File: config.mk
export PLATFORM = sky130hd
export DESIGN_NAME = cf_uart_rx_fifo
export DESIGN_NICKNAME = d
export VERILOG_FILES = /design/src/rtl/cf_uart_rx_fifo.sv
export SDC_FILE = /design/constraint.sdc
export NUM_CORES = 1
export LEC_CHECK = 0
export ABC_AREA = 1
export BUFFER_PORTS_ARGS = -buffer_cell sky130_fd_sc_hd__buf_2
export CELL_PAD_IN_SITES_DETAIL_PLACEMENT = 1
export CELL_PAD_IN_SITES_GLOBAL_PLACEMENT = 1
export CORE_UTILIZATION = 30
export DETAILED_ROUTE_END_ITERATION = 6
export PLACE_DENSITY = 0.59
export SLEW_MARGIN = 20
export SYNTH_ARGS = -nofsm -noshare
export SYNTH_HDL_FRONTEND = slang
export SYNTH_SLANG_ARGS = --single-unit
File: constraint.sdc
create_clock -name clk_i -period 3.2 [get_ports clk_i]
set_input_delay 0.16 -clock clk_i [delete_from_list [all_inputs] [get_ports clk_i]]
set_output_delay 0.16 -clock clk_i [all_outputs]
set_load 0.02 [all_outputs]
File: src/rtl/cf_uart_rx_fifo.sv
// cf_uart_rx_fifo: UART receive engine with an integrated receive FIFO.
//
// Receives asynchronous serial frames on rx with 16x oversampling. Each received frame is pushed
// into a circular FIFO together with its parity and framing error flags.
//
// Ports:
//   clk_i, rst_i        clock, synchronous active-high reset
//   en                  receiver enable (the FIFO stays usable while low)
//   prescale            oversample tick every prescale+1 cycles, 16 ticks per bit
//   data_size           data bits per frame, 5..MDW (other values use MDW)
//   parity_type         0 none, 1 odd, 2 even, 3 stick-0, 4 stick-1, 5..7 none
//   stop_bits_count     0 one stop bit, 1 two stop bits
//   timeout_bits        idle timeout in bit times, 0 disables
//   rx                  serial input, idle high, asynchronous
//   rd                  pop FIFO head
//   rdata, rerr         FIFO head data and flags ([0] parity, [1] framing)
//   empty, full, level  FIFO status
//   overrun             pulse: frame dropped because the FIFO was full
//   break_det           pulse: break frame seen
//   timeout             pulse: idle timeout with data pending
module cf_uart_rx_fifo #(
    parameter int unsigned MDW = 9,
    parameter int unsigned FAW = 4,
    parameter int unsigned PW  = 16
) (
    input  logic           clk_i,
    input  logic           rst_i,
    input  logic           en,
    input  logic [PW-1:0]  prescale,
    input  logic [3:0]     data_size,
    input  logic [2:0]     parity_type,
    input  logic           stop_bits_count,
    input  logic [5:0]     timeout_bits,
    input  logic           rx,
    input  logic           rd,
    output logic [MDW-1:0] rdata,
    output logic [1:0]     rerr,
    output logic           empty,
    output logic           full,
    output logic [FAW:0]   level,
    output logic           overrun,
    output logic           break_det,
    output logic           timeout
);

    localparam int unsigned Depth = 1 << FAW;
    localparam int unsigned EW    = MDW + 2;

    typedef enum logic [2:0] {
        StIdle,
        StStart,
        StData,
        StParity,
        StStop1,
        StStop2
    } state_e;

    // ------------------------------------------------------------------
    // Input synchroniser and prescaler
    // ------------------------------------------------------------------
    logic          rx_meta_q, rx_sync_q;
    logic [PW-1:0] presc_q;
    logic          tick;

    always_ff @(posedge clk_i) begin
        if (rst_i) begin
            rx_meta_q <= 1'b1;
            rx_sync_q <= 1'b1;
        end else begin
            rx_meta_q <= rx;
            rx_sync_q <= rx_meta_q;
        end
    end

    assign tick = en && (presc_q == prescale);

    always_ff @(posedge clk_i) begin
        if (rst_i || !en || tick) begin
            presc_q <= '0;
        end else begin
            presc_q <= presc_q + 1'b1;
        end
    end

    // ------------------------------------------------------------------
    // Configuration decode
    // ------------------------------------------------------------------
    logic [3:0] eff_size;
    logic [3:0] last_bit;
    logic       par_en;

    always_comb begin
        if (data_size >= 4'd5 && 32'(data_size) <= MDW) begin
            eff_size = data_size;
        end else begin
            eff_size = 4'(MDW);
        end
    end

    assign last_bit = eff_size - 4'd1;
    assign par_en   = (parity_type >= 3'd1) && (parity_type <= 3'd4);

    // ------------------------------------------------------------------
    // Receive FSM
    // ------------------------------------------------------------------
    state_e         state_q;
    logic [3:0]     tcnt_q;
    logic [3:0]     bit_q;
    logic [MDW-1:0] data_q;
    logic [MDW-1:0] data_d;
    logic           par_bit_q;
    logic           perr_q;
    logic           ferr_q;
    logic           brk_wait_q;

    logic           mid;
    logic           bit_end;
    logic           perr_calc;
    logic           push;
    logic           brk;
    logic [EW-1:0]  push_word;

    // Sample in the middle of the bit, advance state at the end of it.
    assign mid     = tick && (tcnt_q == 4'd7);
    assign bit_end = tick && (tcnt_q == 4'd15);

    always_comb begin
        data_d = data_q;
        for (int unsigned i = 0; i < MDW; i++) begin
            if (bit_q == 4'(i)) begin
                data_d[i] = rx_sync_q;
            end
        end
    end

    always_comb begin
        case (parity_type)
            3'd1:    perr_calc = ~(^data_q ^ rx_sync_q);
            3'd2:    perr_calc = ^data_q ^ rx_sync_q;
            3'd3:    perr_calc = rx_sync_q;
            3'd4:    perr_calc = ~rx_sync_q;
            default: perr_calc = 1'b0;
        endcase
    end

    // Frame completion happens on the sample cycle of the last stop bit, so the
    // push is decoded combinationally and lands in the FIFO on that same edge.
    always_comb begin
        push = 1'b0;
        brk  = 1'b0;
        if (mid) begin
            if (state_q == StStop1) begin
                if (!rx_sync_q && (data_q == '0) && (!par_en || !par_bit_q)) begin
                    brk = 1'b1;
                end else if (!stop_bits_count) begin
                    push = 1'b1;
                end
            end else if (state_q == StStop2) begin
                push = 1'b1;
            end
        end
    end

    assign push_word = {ferr_q | ~rx_sync_q, perr_q, data_q};

    always_ff @(posedge clk_i) begin
        if (rst_i) begin
            state_q    <= StIdle;
            tcnt_q     <= '0;
            bit_q      <= '0;
            data_q     <= '0;
            par_bit_q  <= 1'b0;
            perr_q     <= 1'b0;
            ferr_q     <= 1'b0;
            brk_wait_q <= 1'b0;
        end else if (!en) begin
            state_q    <= StIdle;
            tcnt_q     <= '0;
            bit_q      <= '0;
            brk_wait_q <= 1'b0;
        end else begin
            if (state_q != StIdle && tick) begin
                tcnt_q <= tcnt_q + 4'd1;
            end
            case (state_q)
                StIdle: begin
                    if (brk_wait_q) begin
                        // After a break the line must be seen high before a new start.
                        if (tick && rx_sync_q) begin
                            brk_wait_q <= 1'b0;
                        end
                    end else if (!rx_sync_q) begin
                        state_q   <= StStart;
                        tcnt_q    <= '0;
                        bit_q     <= '0;
                        data_q    <= '0;
                        par_bit_q <= 1'b0;
                        perr_q    <= 1'b0;
                        ferr_q    <= 1'b0;
                    end
                end
                StStart: begin
                    if (mid && rx_sync_q) begin
                        state_q <= StIdle;
                    end else if (bit_end) begin
                        state_q <= StData;
                    end
                end
                StData: begin
                    if (mid) begin
                        data_q <= data_d;
                    end
                    if (bit_end) begin
                        if (bit_q == last_bit) begin
                            bit_q   <= '0;
                            state_q <= par_en ? StParity : StStop1;
                        end else begin
                            bit_q <= bit_q + 4'd1;
                        end
                    end
                end
                StParity: begin
                    if (mid) begin
                        par_bit_q <= rx_sync_q;
                        perr_q    <= perr_calc;
                    end
                    if (bit_end) begin
                        state_q <= StStop1;
                    end
                end
                StStop1: begin
                    if (brk) begin
                        state_q    <= StIdle;
                        brk_wait_q <= 1'b1;
                    end else if (push) begin
                        state_q <= StIdle;
                    end else begin
                        if (mid) begin
                            ferr_q <= ~rx_sync_q;
                        end
                        if (bit_end) begin
                            state_q <= StStop2;
                        end
                    end
                end
                StStop2: begin
                    if (push) begin
                        state_q <= StIdle;
                    end
                end
                default: state_q <= StIdle;
            endcase
        end
    end

    // ------------------------------------------------------------------
    // Receive FIFO
    // ------------------------------------------------------------------
    logic [EW-1:0] mem [Depth];
    logic [FAW:0]  wr_ptr_q, rd_ptr_q;
    logic [EW-1:0] head;
    logic          wr_en, rd_en;

    assign level = wr_ptr_q - rd_ptr_q;
    assign empty = (wr_ptr_q == rd_ptr_q);
    assign full  = (wr_ptr_q[FAW] != rd_ptr_q[FAW]) &&
                   (wr_ptr_q[FAW-1:0] == rd_ptr_q[FAW-1:0]);

    // Full is judged before a same-cycle pop, so push+rd while full drops the push.
    assign wr_en = push && !full;
    assign rd_en = rd && !empty;

    always_ff @(posedge clk_i) begin
        if (rst_i) begin
            wr_ptr_q <= '0;
            rd_ptr_q <= '0;
        end else begin
            if (wr_en) begin
                wr_ptr_q <= wr_ptr_q + 1'b1;
            end
            if (rd_en) begin
                rd_ptr_q <= rd_ptr_q + 1'b1;
            end
        end
    end

    always_ff @(posedge clk_i) begin
        if (wr_en) begin
            mem[wr_ptr_q[FAW-1:0]] <= push_word;
        end
    end

    assign head  = mem[rd_ptr_q[FAW-1:0]];
    assign rdata = empty ? '0 : head[MDW-1:0];
    assign rerr  = empty ? 2'b00 : head[EW-1:MDW];

    // ------------------------------------------------------------------
    // Idle timeout
    // ------------------------------------------------------------------
    logic [9:0] to_cnt_q;
    logic [9:0] to_thresh;
    logic       to_armed_q;
    logic       to_step;
    logic       to_fire;

    assign to_thresh = {timeout_bits, 4'b0000};
    assign to_step   = tick && (state_q == StIdle);
    assign to_fire   = to_armed_q && (timeout_bits != 6'd0) && !empty && to_step &&
                       ((to_cnt_q + 10'd1) == to_thresh);

    always_ff @(posedge clk_i) begin
        if (rst_i) begin
            to_cnt_q   <= '0;
            to_armed_q <= 1'b1;
        end else if (push || rd) begin
            to_cnt_q   <= '0;
            to_armed_q <= 1'b1;
        end else if (to_fire) begin
            to_cnt_q   <= '0;
            to_armed_q <= 1'b0;
        end else if (to_step && (to_cnt_q != '1)) begin
            to_cnt_q <= to_cnt_q + 10'd1;
        end
    end

    // ------------------------------------------------------------------
    // Registered event pulses
    // ------------------------------------------------------------------
    logic overrun_q, break_q, timeout_q;

    always_ff @(posedge clk_i) begin
        if (rst_i) begin
            overrun_q <= 1'b0;
            break_q   <= 1'b0;
            timeout_q <= 1'b0;
        end else begin
            overrun_q <= push && full;
            break_q   <= brk;
            timeout_q <= to_fire;
        end
    end

    assign overrun   = overrun_q;
    assign break_det = break_q;
    assign timeout   = timeout_q;

endmodule

After elaboration in Yosys (flattened, before gate mapping) --
Memory sizes are Yosys's and may differ from the RTL's. A register that Yosys moved wholly into a read port is not among the register bits. Cells that the tools add are included.
Word-level totals: flip-flop bits (word level) 66, RAM bits 176, input bits 35, output and inout port bits 21, logic and storage cells 214, memories 1
Cells by class: $add $sub $neg 8, $lt $le $gt $ge 4, equality and inequality tests 49, mux-type cells 65, bitwise logic cells 5, reductions and logical operators 56
Memory list:
- mem | words 16, bits a word 11, rd ports 1, clocked after Yosys merged registers in 1, wr ports 1, line 259 | logic [EW-1:0] mem [Depth];
Operators with widths (number):
- 6-bit AND reduction | 9
- 4-bit two-way mux | 11
- 2-bit != test, second input constant | 21
- 3-bit two-way mux | 12
- 9-bit two-way mux | 4
- 1-bit two-way mux | 29
- 4-bit by 3-bit == test with 1-bit output, second input constant | 5
- 1-bit logical AND | 20
- 3-bit case mux with 6 select lines | 1
- 9-bit case mux with 2 select lines | 1
- 16-bit by 1-bit adder with 16-bit output, second input constant | 1
- 16-bit == test | 1
- 3-bit by 2-bit == test with 1-bit output, second input constant | 4
- 10-bit by 1-bit adder with 10-bit output, second input constant | 1
- 5-bit by 1-bit adder with 5-bit output, second input constant | 2
- 10-bit == test | 1
- 10-bit != test, second input constant | 1
- 3-bit == test, second input constant | 3
- 9-bit zero test | 1
- 9-bit parity | 1
- 4-bit by 1-bit adder with 4-bit output, second input constant | 2
- 4-bit by 2-bit == test with 1-bit output, second input constant | 2
- 4-bit == test | 2
- 4-bit == test, second input constant | 2
- other kinds (33) | 50

Longest topological paths before layout --
Gate-level depths: netlist of the first run.
word-level depth 11, mapped depth 16

Least setup slack after synthesis of the first run --
No wires, ideal clock.
kind register to register, from register data_q[0], to memory mem[3][0] (netlist bit), enable pin, setup time 378 ps, arrival 1951 ps, slack 871 ps, cell stages (with the launch flop) 12, buffers on the path 0, cells stage by stage dfxtp_1 -> inv_1 -> ha_1 -> nand4_1 -> nor2_1 -> nand2_1 -> nand2_1 -> nand2_1 -> nand2_2 -> nor2_4 -> nand3_1 -> nor2_1
On the way: word-level cells in the longest chain between the ends 9
Ends and longest elaborated chain:
- from (decl) | line 109 | logic [MDW-1:0] data_q;
- from (signal assigned) | line 211 | data_q <= data_d;
- 9-bit zero test | line 153 | if (!rx_sync_q && (data_q == '0) && (!par_en || !par_bit_q)) begin
- 1-bit logical AND (2 in a row) | line 153
- 1-bit two-way mux | line 153
- 1-bit two-way mux | line 152 | if (state_q == StStop1) begin
- 1-bit two-way mux | line 151 | if (mid) begin
- 1-bit logical AND | line 270 | assign wr_en = push && !full;
- 1-bit two-way mux | line 288 | if (wr_en) begin
- 1-bit two-way mux (not written as such) | line 289 | mem[wr_ptr_q[FAW-1:0]] <= push_word;
- to (decl) | line 259
Every way passes these cells.

==> summary.md, run 1 <==
| Metric | Value |
|---|---|
| Status | complete, no violations |
| Hold WS | 62.7 ps |
| Total gr overflow | 0 |
| Clk root buf | clkbuf_16 |
| PortBufs | 55 |
| EDFF count, synth | 176 |
| Max frequency | 367 MHz |
| Arrival time at the worst endpoint | 2570 ps |
| CP peak stage delay | 410 ps |
| CP Launch Type | flop |
| Drt pass-1 iters | 4 |
| Worst-path clk slew | 60 ps |
| Power per cell area | around 600 mW/mm^2 |
| Mapped cell area | about 0.011 mm^2 |
| Final Skew | 23.1 ps |
| Worst rel slew slack | between 30% and 40% |
| Dpl hpwl | about 22000 um |
| Seq/Total Area, Yosys | 59.3% |
| Commonest non-fill, non-tap cells in the layout | nor2_1, edfxtp_1, nand2_1 |
| Die Footprint | 0.0384 mm^2 |
| GPL Wtd Cong | 0.812 |
| Area of the multi-input gates | roughly 0.0040 mm^2 |
| Pre-CTS WS | ~710 ps |
| Post-CTS Repair Setup Buffers | 0 |
| Top Family by Delay on Critical Path | compound AO/OA/AOI/OAI gates |
| FFs w/ async S/R, synth | 0% |
| Final worst path period share | a little under nine tenths |
| Num ports | 56 |
| Post-DRT Antenna Nets | 0 |
| Netlist cell types | 48 |
| Initial antenna violation count | 0 |
| Routed WL | 33300 um |
| Worst skew pair latency | between 500 and 600 ps |
| Fin crit period | 2730 ps |
| Worst-path fanout max | 39 |
| Number of max-cap violations | 0 |
| CTS buffer count | 29 |
| First-pass GRT wire length | 51700 um |
| Clk buf depth | 3 |
| WP buf/inv | 2 |
| Worst EP required | 3040 ps |
| Chip width | slightly below 200 um |
| Final Max Slew Viols | 0 |
| Drt wl/cell | around 19 um |
| Initial Utilization | 30.6% |
| Share of cells above drive strength 1 | between 10% and 20% |
| Seq cells post-synth | between 200 and 250 |
| Num Clock Sinks | 246 |
| CTS tree | yes |
| H-tree depth | 1 |
| Via-to-Cell Ratio | ~5.0 |
| Drt drc | 0 |
| Register Area | 0.00669 mm^2 |
| Commonest non-fill, non-tap cell in the layout | nor2_1 |
| Critical path class | flop to output pin |
| Final worst setup slack | about 470 ps |
| Final Util | 36.2% |
| Site Rows | 70 |
| GRT Total Usage | 17.5% |
| Vias | 8665 |
| Core ar. | 0.0368 mm^2 |
| Final hold viol count | 0 |
| Syn nets | 1224 |
| Slowest library cell on the worst path | buf_4 |
| Filler cell count | between 4000 and 5000 |
| RSZ-0062 raised after global routing | false |
| Post-route setup TNS | 0 ps |
| Critical-path cell list | buf_4 > o21ai_0 > o22ai_1 > nor2_1 > nor2_1 > o21ai_0 > a21oi_1 > buf_2 |
| Largest net degree at the start of global routing | 50 |
| IR drop worst, VDD | 0.000413 V |
| Vias in the first global route | 8855 |
| Post-Syn Area per Cell | a little under 10 um^2 |
| Static Leakage | roughly 0.0050 uW |
| CP endpoint kind | output pin |
| Die Ht | 196 um |
| Synthesis-to-layout area growth | 18.0% |
| Ys flop type | edfxtp_1 |
| Nets | around 1300 |
| Measured slew at the worst slew-check pin | 1010 ps |
| Setup violation total in the final timing report | 0 |
| Hold Crit Class | primary input to flop |
| Initial DRC count | 460 |
| Cells after Synth | between 1000 and 1500 |
| Yosys synthesis warning count | 0 |
[cells in the mapped netlist (21+ instances only)]
library cell / instances / share of area [%]
dfxtp_1: 70 / 12
a21oi_1: 52 / 2.3
ha_1: 22 / 2.4
inv_1: 104 / 3.5
clkbuf_1: 33 / 1.1
xor2_1: 21 / 1.6
edfxtp_1: 176 / 47
o221ai_1: 34 / 2.6
o21ai_0: 115 / 5.1
nor2_1: 218 / 7.3
nand3_1: 43 / 1.9
nand2_1: 156 / 5.2
[metal layers]
layer,track usage [%],vias up,share of wire [%]
li1,-,4201,-
met1,24.1,4266,48
met2,28.8,149,46
met3,2.60,49,3.3
met4,4.80,0,2.4
met5,0,-,0
[path summary, 6_finish.rpt]
path | startpoint | end | slack (ps) | cells past startpoint
worst max-delay path | flop | rdata[8] | 470 | 8
worst min-delay path | parity_type[1] | perr_q$_SDFFE_PP0P_ | 60 | 5
worst max register to register | wr_ptr_q[0]$_SDFFE_PP0P_ | timeout$_SDFF_PP0_ | 560 | 11
worst min register to register | rx_meta_q$_SDFF_PP1_ | rx_sync_q$_SDFF_PP1_ | 410 | 1
[kinds of logic after synthesis]
logic type | synth area share [%]
flops | 59.3
fa+ha+maj | 2.62
xor+xnor | 2.25
compound gates | 11.7
simple gates | 19.1
buf+inv | 5.09
[state kept, by name, indices dropped and copies added (netlist names), named ones only]
signal / cells
overrun: 1
break_det: 1
to_cnt_q: 10
par_bit_q: 1
brk_wait_q: 1
bit_q: 4
presc_q: 16
rd_ptr_q: 5
data_q: 9
rx_meta_q: 1
to_armed_q: 1
mem: 176
perr_q: 1
rx_sync_q: 1
tcnt_q: 4
timeout: 1
state_q: 3
wr_ptr_q: 5
ferr_q: 1
[what timing repair did]
item                                   in CTS  in global routing
hold buffers                                5                  0
endpoints found under the hold margin       8                  0
resized for setup                           0                  0
[stage by stage]
step	power [uW]	instances	instance area, um^2
6_report	7980	1749	13300
5_1_grt	8310	1748	13300
4_1_cts	8080	1748	13300
3_5_place_dp	4690	1690	12300
3_3_place_gp	4670	1690	12300
2_1_floorplan	4250	1166	11300
[worst min-delay path, cell delays in order]
cell and delay, ps:
buf_2 110, nand4_1 90, o211ai_1 100, a21oi_1 70, nor2_1 60
[final cells by class]
cell class	instances	share of cell area, %
Timing Repair Buffer	99	4.74
Inverter	113	3.19
Tap cell	468	4.40
Sequential cell	246	50.3
Antenna cell	1	0.0188
Clock inverter	17	1.50
Multi-Input combinational cell	769	30.2
Clock buffer	36	5.73
[power by group]
| group | switching (uW) | total (uW) | internal [uW] | leakage (uW) |
|---|---|---|---|---|
| clock | 1420 | 3370 | 1950 | 0.000456 |
| sequential | 47.1 | 3610 | 3560 | 0.00221 |
| combinational | 720 | 1010 | 286 | 0.00238 |
| total | 2180 | 7980 | 5800 | 0.00504 |
Note: power is estimated with default switching activity, not from simulation.
==> run 2: changes to the inputs <==
Settings changed: CORE_UTILIZATION 30 to 40, PLACE_DENSITY 0.59 to 0.73.
==> run 2 against run 1 <==
Net effect:
- fmax shrank 7.7%
- global-route usage grew 4.8 points
- first-iteration DRC count grew 46%
- non-clock buffer count shrank 5
- sequential power is essentially flat
- final area shrank 2.0%
==> summary.md, run 2 (synthesized netlist as in run 1, its figures left out) <==
| Metric | Value |
|---|---|
| Placed Area | 0.0121 mm^2 (-1.2%) |
| Critical path class | flop to output pin |
| Post-Layout Cell Count | 1650 (-5.7%) |
| Worst EP required | 3040 ps (about the same) |
| CP endpoint kind | output pin |
| Nets | 1309 (-0.53%) |
| Slowest library cell on the worst path | dfxtp_2 |
| Final Skew | 19.3 ps (-3.75 ps) |
| Initial Utilization | 40.6% (+9.9 points) |
| Via-to-Cell Ratio | 5.30 (+7.0%) |
| Setup violation total in the final timing report | 0 (unchanged) |
| Die Footprint | 0.0289 mm^2 (-25%) |
| Fin crit period | 2950 ps (+226 ps) |
| Critical Path Sink | rerr[1] |
| Synthesis-to-layout area growth | 15.7% |
| Initial DRC count | 672 (+46%) |
| Final worst path period share | 92.3% (+7.1 points) |
| Measured slew at the worst slew-check pin | 859 ps (-147 ps) |
| CP Launch Type | flop |
| Largest register FFs | 176 (unchanged) |
| Core ar. | 0.0278 mm^2 (-24%) |
| Num Clock Sinks | 246 (unchanged) |
| Worst-path fanout max | 24 (-38%) |
| Chip width | 170 um (-13%) |
| CTS buffer count | 27 (-6.9%) |
| Status | complete, no violations |
| PortBufs | 55 (unchanged) |
| Post-DRT Antenna Nets | 0 (unchanged) |
| RSZ-0062 raised after global routing | false |
| IR drop worst, VDD | 0.000329 V (-20%) |
| Commonest non-fill, non-tap cell in the layout | nor2_1 |
| Drt wl/cell | 19.1 um (about the same) |
| Filler cell count | 3210 (-24%) |
| CTS tree | yes |
| Post-route setup TNS | 0 ps (unchanged) |
| Finished Cell Area | 0.0130 mm^2 (-2.0%) |
| Power per cell area | 586 mW/mm^2 (-2.3%) |
| FF-to-FF setup slack | 730 ps (+170 ps) |
| Tot Pwr | 7640 uW (-4.3%) |
| Clk buf depth | 3 (unchanged) |
| CP peak stage delay | 410 ps (about the same) |
| Routed WL | 31400 um (-5.6%) |
| Instance count on the critical path | 9 (+1) |
| Commonest non-fill, non-tap cells in the layout | nor2_1, edfxtp_1, nand2_1 |
| Largest net degree at the start of global routing | 45 (-10%) |
| Crit Reg-Reg Endpoint | mem[10][5]$_DFFE_PP_ |
| Site Rows | 61 (-13%) |
| Number of max-cap violations | 0 (unchanged) |
| N_diodes | 0 (-1) |
| WP buf/inv | 3 (+1) |
| Reg2Reg Depth | 11 (unchanged) |
| Dpl hpwl | 21500 um (-4.6%) |
| Drt pass-1 iters | 5 (+1) |
| GPL Wtd Cong | 0.829 (+2.2%) |
| Num ports | 56 (unchanged) |
| Worst-path clk slew | 60 ps (about the same) |
| Share of cells above drive strength 1 | 13.8% (-0.77 points) |
| Drt drc | 0 (unchanged) |
| Worst rel slew slack | 42.7% (+9.8 points) |
| Max frequency | 339 MHz (-7.7%) |
| First-pass GRT wire length | 50000 um (-3.4%) |
| Arrival time at the worst endpoint | 2790 ps (+220 ps) |
| Static Leakage | 0.00498 uW (-1.2%) |
| Initial antenna violation count | 0 (unchanged) |
| Hold Crit Class | primary input to flop |
| Final hold viol count | 0 (unchanged) |
| H-tree depth | 1 (unchanged) |
| Final Max Slew Viols | 0 (unchanged) |
| Clk root buf | clkbuf_16 |
| Final Util | 47.0% (+11 points) |
| Vias | 8743 (+0.90%) |
| Vias in the first global route | 9123 (+3.0%) |
| Die Ht | 170 um (-13%) |
| GRT Total Usage | 22.4% (+4.8 points) |
| Top Family by Delay on Critical Path | buffers and inverters |
| Worst skew pair latency | 540 ps (-40 ps) |
| Critical-path cell list | inv_2 > buf_4 > o21ai_0 > o22ai_1 > nor2_1 > nor2_1 > o21ai_0 > a21oi_1 > buf_2 |
| Total gr overflow | 0 (unchanged) |
| Placed cell count | 1597 (-5.5%) |
| Reg-to-reg startpoint | presc_q[12]$_SDFF_PP0_ |
run 2: cell count changes in the layout (fill, tap and decap cells not counted), sizes merged:
cell | before | now
buf | 94 | 91
bufinv | 3 | 2
clkbuf | 36 | 46
clkinv | 7 | 1
clkinvlp | 4 | 0
diode | 1 | 0
dlygate4sd3 | 5 | 3
inv | 116 | 114
run 2: metrics by stage:
step	setup WS [ps]	hold slack (ps)
detailed placement	754	352
finish	247	41.0
global route	87.7	51.9
CTS	199	25.2
global placement	841	348
floorplan	871	264
run 2: layout make-up:
| cell class | instances | area, um^2 | area share [%] |
|---|---|---|---|
| clock inverters | 4 | 73.8 | 0.566 |
| repair buffers | 94 | 576 | 4.41 |
| inverters | 113 | 424 | 3.25 |
| multi-input cells | 769 | 4010 | 30.8 |
| flip-flops and latches | 246 | 6690 | 51.3 |
| well taps | 378 | 473 | 3.63 |
| clock buffers | 46 | 797 | 6.11 |
run 2: repair_timing:
item | CTS | global route
endpoints found under the hold margin | 5 | 0
endpoints found under the setup margin | 0 | 0
buffers inserted | 0 | 0
resized for setup | 0 | 0
hold buffers | 3 | 0
run 2: per-layer routing:
layer,part of all wire (%),track usage (%),vias up
li1,-,-,4185
met3,4.7,3.00,45
met5,0,0,-
met1,44,28.7,4315
met2,50,39.8,198
met4,1.7,5.29,0
run 2: worst min-delay path, stage by stage:
cell and delay, ps:
buf_2 100, xnor2_1 80, nand4_2 120, nor2_1 60
run 2: how the worst min path moves through the flow:
stage,end,startpoint,slack [ps],cells after the start
3_3_place_gp,rx_meta_q$_SDFF_PP1_,rx,350,2
2_1_floorplan,rx_meta_q$_SDFF_PP1_,rx,260,1
6_report,timeout$_SDFF_PP0_,timeout_bits[5],40,4
4_1_cts,timeout$_SDFF_PP0_,timeout_bits[5],30,4
3_5_place_dp,rx_meta_q$_SDFF_PP1_,rx,350,2
5_1_grt,timeout$_SDFF_PP0_,timeout_bits[5],50,4
run 2: power breakdown:
part           switching [uW]  internal, uW  total (uW)  leakage (uW)
Combinational             683           279         962       0.00235
Sequential               46.6          3560        3610       0.00221
Clock                    1230          1840        3070      0.000422
Total                    1960          5680        7640       0.00498
